## config.mk

```make
export PLATFORM = sky130hd
export DESIGN_NAME = mtime_bus_master
export DESIGN_NICKNAME = d
export VERILOG_FILES = /design/src/rtl/mtime_bus_master.sv
export SDC_FILE = /design/constraint.sdc
export NUM_CORES = 1
export LEC_CHECK = 0
export ABC_AREA = 1
export CORE_MARGIN = 10
export CORE_UTILIZATION = 46
export DETAILED_ROUTE_END_ITERATION = 12
export PLACE_DENSITY_LB_ADDON = 0.08
export SLEW_MARGIN = 20
export SYNTH_ARGS = -nofsm -noshare
export SYNTH_HDL_FRONTEND = slang
export SYNTH_SLANG_ARGS = --single-unit
export TNS_END_PERCENT = 5
```

## constraint.sdc

```tcl
create_clock -name clk -period 11.1 [get_ports clk]
set_clock_uncertainty 0.15 [all_clocks]
set_input_delay 2.22 -clock clk [delete_from_list [all_inputs] [get_ports clk]]
set_output_delay 2.22 -clock clk [all_outputs]
set_load 0.01 [all_outputs]
```

## src/rtl/mtime_bus_master.sv

```systemverilog
// Bus initiator for the timer slave port: tear-free 64-bit mtime reads (hi-lo-hi with retry)
// and glitch-free 64-bit mtimecmp writes (lo=max, hi, lo) over a 32-bit req/ready bus.
module mtime_bus_master #(
   parameter logic [31:0] MTIME_ADDR    = 32'h0200BFF8,
   parameter logic [31:0] MTIMECMP_ADDR = 32'h02004000,
   parameter int          MAX_RETRY     = 4,
   parameter int          TIMEOUT       = 16
) (
   input  logic        clk,
   input  logic        rst,
   input  logic        cmd_valid,
   output logic        cmd_ready,
   input  logic        cmd_op,
   input  logic [63:0] cmd_wdata,
   output logic        rsp_valid,
   output logic [63:0] rsp_data,
   output logic        rsp_err,
   output logic        req,
   output logic [31:0] addr,
   output logic        we,
   output logic [31:0] wdata,
   input  logic [31:0] rdata,
   input  logic        ready
);

   localparam int RTW = $clog2(MAX_RETRY + 1);
   localparam int TOW = $clog2(TIMEOUT + 1);
   localparam logic [31:0] MTIME_HI    = MTIME_ADDR + 32'd4;
   localparam logic [31:0] MTIMECMP_HI = MTIMECMP_ADDR + 32'd4;

   typedef enum logic [2:0] {
      IDLE,
      RD_HI1,
      RD_LO,
      RD_HI2,
      WR_LO_MAX,
      WR_HI,
      WR_LO
   } state_t;

   state_t          r_state, w_nxt_state;
   logic            r_req, w_nxt_req;
   logic [31:0]     r_addr, w_nxt_addr;
   logic            r_we, w_nxt_we;
   logic [31:0]     r_wdata, w_nxt_wdata;
   logic            r_rsp_valid, w_nxt_rsp_valid;
   logic [63:0]     r_rsp_data, w_nxt_rsp_data;
   logic            r_rsp_err, w_nxt_rsp_err;
   logic [RTW-1:0]  r_retry, w_nxt_retry;
   logic [TOW-1:0]  r_tmo, w_nxt_tmo;
   logic [31:0]     r_hi1, w_nxt_hi1;
   logic [31:0]     r_lo, w_nxt_lo;
   logic [31:0]     r_cmd_hi, w_nxt_cmd_hi;
   logic [31:0]     r_cmd_lo, w_nxt_cmd_lo;

   logic            w_done;
   logic            w_timeout;

   assign w_done    = r_req && ready;
   assign w_timeout = r_req && !ready && (r_tmo == TOW'(TIMEOUT - 1));

   always_ff @(posedge clk or posedge rst) begin
      if (rst) begin
         r_state     <= IDLE;
         r_req       <= 1'b0;
         r_addr      <= '0;
         r_we        <= 1'b0;
         r_wdata     <= '0;
         r_rsp_valid <= 1'b0;
         r_rsp_data  <= '0;
         r_rsp_err   <= 1'b0;
         r_retry     <= '0;
         r_tmo       <= '0;
         r_hi1       <= '0;
         r_lo        <= '0;
         r_cmd_hi    <= '0;
         r_cmd_lo    <= '0;
      end else begin
         r_state     <= w_nxt_state;
         r_req       <= w_nxt_req;
         r_addr      <= w_nxt_addr;
         r_we        <= w_nxt_we;
         r_wdata     <= w_nxt_wdata;
         r_rsp_valid <= w_nxt_rsp_valid;
         r_rsp_data  <= w_nxt_rsp_data;
         r_rsp_err   <= w_nxt_rsp_err;
         r_retry     <= w_nxt_retry;
         r_tmo       <= w_nxt_tmo;
         r_hi1       <= w_nxt_hi1;
         r_lo        <= w_nxt_lo;
         r_cmd_hi    <= w_nxt_cmd_hi;
         r_cmd_lo    <= w_nxt_cmd_lo;
      end
   end

   // Bus outputs are registered; each completed transfer loads the next address in the same edge.
   always_comb begin
      w_nxt_state     = r_state;
      w_nxt_req       = r_req;
      w_nxt_addr      = r_addr;
      w_nxt_we        = r_we;
      w_nxt_wdata     = r_wdata;
      w_nxt_rsp_valid = 1'b0;
      w_nxt_rsp_data  = r_rsp_data;
      w_nxt_rsp_err   = r_rsp_err;
      w_nxt_retry     = r_retry;
      w_nxt_tmo       = r_tmo;
      w_nxt_hi1       = r_hi1;
      w_nxt_lo        = r_lo;
      w_nxt_cmd_hi    = r_cmd_hi;
      w_nxt_cmd_lo    = r_cmd_lo;

      if (r_req && !ready) begin
         w_nxt_tmo = r_tmo + TOW'(1);
      end else if (w_done) begin
         w_nxt_tmo = '0;
      end

      case (r_state)
         IDLE: begin
            if (cmd_valid) begin
               w_nxt_req   = 1'b1;
               w_nxt_tmo   = '0;
               w_nxt_retry = '0;
               if (cmd_op) begin
                  w_nxt_state  = WR_LO_MAX;
                  w_nxt_addr   = MTIMECMP_ADDR;
                  w_nxt_we     = 1'b1;
                  w_nxt_wdata  = 32'hFFFF_FFFF;
                  w_nxt_cmd_hi = cmd_wdata[63:32];
                  w_nxt_cmd_lo = cmd_wdata[31:0];
               end else begin
                  w_nxt_state = RD_HI1;
                  w_nxt_addr  = MTIME_HI;
                  w_nxt_we    = 1'b0;
               end
            end
         end
         RD_HI1: begin
            if (w_done) begin
               w_nxt_hi1   = rdata;
               w_nxt_state = RD_LO;
               w_nxt_addr  = MTIME_ADDR;
            end
         end
         RD_LO: begin
            if (w_done) begin
               w_nxt_lo    = rdata;
               w_nxt_state = RD_HI2;
               w_nxt_addr  = MTIME_HI;
            end
         end
         RD_HI2: begin
            if (w_done) begin
               if (rdata == r_hi1) begin
                  w_nxt_state     = IDLE;
                  w_nxt_req       = 1'b0;
                  w_nxt_rsp_valid = 1'b1;
                  w_nxt_rsp_data  = {r_hi1, r_lo};
                  w_nxt_rsp_err   = 1'b0;
               end else if (r_retry < RTW'(MAX_RETRY)) begin
                  // hi moved under us: re-read lo against the newer hi
                  w_nxt_hi1   = rdata;
                  w_nxt_retry = r_retry + RTW'(1);
                  w_nxt_state = RD_LO;
                  w_nxt_addr  = MTIME_ADDR;
               end else begin
                  w_nxt_state     = IDLE;
                  w_nxt_req       = 1'b0;
                  w_nxt_rsp_valid = 1'b1;
                  w_nxt_rsp_data  = {rdata, r_lo};
                  w_nxt_rsp_err   = 1'b1;
               end
            end
         end
         WR_LO_MAX: begin
            if (w_done) begin
               w_nxt_state = WR_HI;
               w_nxt_addr  = MTIMECMP_HI;
               w_nxt_wdata = r_cmd_hi;
            end
         end
         WR_HI: begin
            if (w_done) begin
               w_nxt_state = WR_LO;
               w_nxt_addr  = MTIMECMP_ADDR;
               w_nxt_wdata = r_cmd_lo;
            end
         end
         WR_LO: begin
            if (w_done) begin
               w_nxt_state     = IDLE;
               w_nxt_req       = 1'b0;
               w_nxt_we        = 1'b0;
               w_nxt_rsp_valid = 1'b1;
               w_nxt_rsp_err   = 1'b0;
            end
         end
         default: begin
            w_nxt_state = IDLE;
            w_nxt_req   = 1'b0;
            w_nxt_we    = 1'b0;
         end
      endcase

      // A stalled slave aborts the whole sequence; rsp_data keeps its last value.
      if (w_timeout) begin
         w_nxt_state     = IDLE;
         w_nxt_req       = 1'b0;
         w_nxt_we        = 1'b0;
         w_nxt_tmo       = '0;
         w_nxt_rsp_valid = 1'b1;
         w_nxt_rsp_err   = 1'b1;
      end
   end

   assign cmd_ready = (r_state == IDLE);
   assign rsp_valid = r_rsp_valid;
   assign rsp_data  = r_rsp_data;
   assign rsp_err   = r_rsp_err;
   assign req       = r_req;
   assign addr      = r_addr;
   assign we        = r_we;
   assign wdata     = r_wdata;

endmodule
```

==> results.json <==
{
  "cp-end-kind": "flip-flop",
  "crit_required_ns": 11.37,
  "ys_top_cells_by_count": "nand2_1 (350), dfrtp_1 (243), nor2_1 (63), o21ai_0 (60)",
  "hold_viol": 0,
  "dpl.hpwl_um": 17750,
  "leakagePower_uw": 0.006332,
  "grt_pass1_vias": 8276,
  "share_comb_of_total_power_pct": 31.6,
  "grt_overflow": 0,
  "wl_met3_um": 2182,
  "area_growth_pct": 28.05,
  "power_density_nw_per_um2": 235.6,
  "top_layer": "met4",
  "clock_sinks": 243,
  "yosysSeqAreaShare_pct": 56.28,
  "hold_buffers": 0,
  "async_flop_share_pct": 100.0,
  "critPathLaunchType": "input port",
  "grt_max_degree": 108,
  "met2WireLength_um": 11990,
  "core_area_um2": 23260,
  "synth_edf_count": 0,
  "p_sw_share_pct": 32.84,
  "path_cells": "clkdlybuf4s50_1 -> xnor2_1 -> nand2_1 -> nor2_1 -> nand2_1 -> nor2_1 -> nand3_2 -> nand2_4 -> nand2_4 -> o21ai_0",
  "critPathKind": "input port to flip-flop",
  "cts_tree": "yes",
  "postCtsSetupBuffers": 0,
  "die_area_um2": 30020,
  "syn-instance-count": 1110,
  "relSlewSlack_pct": 37.02,
  "numCtsBuffers": 27,
  "drtIter0Drc": 539,
  "clk_pin_slew_ns": 0.06,
  "syn-cell-area_um2": 10810,
  "slew_violations": 0,
  "num_vias": 8087,
  "grt_pass1_wl_um": 44040,
  "arrival_ns": 4.95,
  "period_minus_slack_ns": 4.674,
  "sequentialPowerShare_pct": 41.7,
  "ys_warn_count": 0,
  "dr.pass1.iters": 4,
  "fmax_mhz": 213.9,
  "worst_pin_slew_ns": 0.9447,
  "critPathTopFamily": "simple AND/OR/NAND/NOR gates",
  "cts_buffer_depth": 3,
  "critPathMaxFanout": 96,
  "cts.htree.levels": 1,
  "status": "finished, final reports clean",
  "critPathSlowestCell": "nand2_4",
  "finalCritPeriodShare_pct": 42.11,
  "drc": 0,
  "cpPeakStageDelay_ns": 0.59,
  "rsz0062_at_grt": "no",
  "setup_viol": 0,
  "synthDistinctLibCells": 36,
  "ir_worst_vdd_mv": 0.1201,
  "cts_root_buf": "clkbuf_16",
  "io_pins": 234,
  "hp-class": "flip-flop to flip-flop",
  "die_h_um": 173.3,
  "ctsResizeCount": 0,
  "via_per_inst": 4.955,
  "whs_ns": 0.3128,
  "p_int_uw": 2189,
  "ant_nets": 0,
  "initial_core_util_pct": 46.45,
  "synth_ff_type": "dfrtp_1",
  "routabilityCongestion": 0.7893,
  "wl_per_cell_um": 16.44,
  "track_usage_pct": 17.41,
  "ys_ff_latch": 243,
  "path_buf_inv": 1,
  "clkLatencyLatePin_ns": 0.53,
  "syn_avg_cell_area_um2": 9.735,
  "clockPowerShare_pct": 26.7,
  "tns_ns": 0,
  "drive_gt1_share_pct": 11.43,
  "yosysMostFrequentCell": "nand2_1",
  "switchingPower_uw": 1070,
  "totalWireLength_um": 26840,
  "port_buffers": 216,
  "antenna_found_initial": 1,
  "die_w_um": 173.3,
  "fp-row-count": 56,
  "synth_top_area_share_pct": 56.28,
  "yosys-top-cells-area": "dfrtp_1 (56%), nand2_1 (12%), mux2_2 (5.4%), o21ai_0 (2.8%), buf_4 (2.6%)",
  "yosys.area.top_type": "dfrtp_1",
  "cap_violations": 0,
  "finalPower_uw": 3259,
  "final_nets": 1397,
  "m1WireLength_um": 12080
}
-- flip-flops by register name (all words and copies together) (netlist names), 3 cells and up --
| signal | cells |
|---|---|
| r_lo | 32 |
| wdata | 32 |
| r_hi1 | 32 |
| addr | 4 |
| r_retry | 3 |
| r_tmo | 5 |
| r_state | 3 |
| r_cmd_lo | 32 |
| rsp_data | 64 |
| r_cmd_hi | 32 |
-- placed cells by master, fill, tap and decap left out, types with 2 or more instances in the layout --
cell type	synthesis	layout
mux2_1	12	12
xor2_1	3	3
nand3_1	37	37
conb_1	1	17
clkbuf_16	0	27
mux2_2	52	52
nand2_2	3	3
nor2_2	3	2
o21ai_1	6	6
a41oi_1	21	21
inv_1	52	51
nand2_4	3	4
clkbuf_1	22	5
buf_4	37	9
o31ai_1	3	3
a21oi_1	6	6
clkinv_2	0	5
nand4_1	41	41
dfrtp_1	243	243
xnor2_1	23	23
o21ai_2	4	4
a41oi_2	11	11
nor2_4	2	3
nor2_1	63	63
clkdlybuf4s50_1	0	216
o21ai_0	60	60
inv_2	14	14
clkbuf_8	0	8
ha_1	3	3
nand2_1	350	349
-- cells by family after synthesis --
logic type / count (synthesis) / synth area share [%]
AND/OR/NAND/NOR: 507 / 19.74
buffers and inverters: 153 / 7.446
XOR/XNOR: 26 / 2.107
multiplexers: 64 / 6.670
adder cells (fa/ha/maj): 3 / 0.3474
other: 1 / 0.03470
flip-flops: 243 / 56.28
AO/OA/AOI/OAI: 113 / 7.376
-- per-stage QoR --
stage	instances	area [um2]	setup WS (ns)	util, %
6_report	1632	13840	6.426	59.48
3_3_place_gp	1583	12950	5.958	55.68
5_1_grt	1631	13830	6.083	59.47
4_1_cts	1631	13830	6.399	59.44
3_5_place_dp	1583	12950	5.849	55.68
2_1_floorplan	1126	10870	2.057	-
-- power by group through the flow --
stage / Clock (uW) / Sequential, uW / Combinational, uW
global placement: 0 / 1370 / 1020
floorplan: 0 / 1360 / 697
CTS: 892 / 1360 / 1050
detailed placement: 0 / 1370 / 1040
finish: 870 / 1360 / 1030
global route: 927 / 1400 / 1150
-- metal layers --
metal / vias to the layer above / track usage, %
li1: 3970 / -
met1: 3865 / 22.55
met2: 211 / 27.10
met3: 41 / 6.012
met4: 0 / 5.031
met5: - / 0
-- final timing paths --
kind                            start            to  slack [ns]  cells after the start
max in group asynchronous         rst  r_cmd_lo[25]        7.20                      3
min reg2reg                  addr[25]      addr[25]        0.31                      2
min in group asynchronous         rst     wdata[24]        2.07                      2
max                          rdata[4]  rsp_data[38]        6.43                     10
max reg2reg                r_state[2]  rsp_data[38]        7.93                      7
min                          addr[25]      addr[25]        0.31                      2
-- tightest hold or removal path: stages, from the launching register on --
cell and delay, ns:
dfrtp_1 0.34, inv_1 0.04, nand2_1 0.05
-- layout make-up --
| class | count | area [um2] |
|---|---|---|
| Antenna cell | 1 | 2.502 |
| Clock buffer | 40 | 804.5 |
| Clock inverter | 8 | 71.32 |
| Fill cell | 2075 | 9427 |
| Inverter | 66 | 255.2 |
| Multi-Input combinational cell | 730 | 3993 |
| Sequential cell | 243 | 6081 |
| Tap cell | 319 | 399.1 |
| Timing Repair Buffer | 225 | 2230 |
Power figures use the tool's default switching activity.
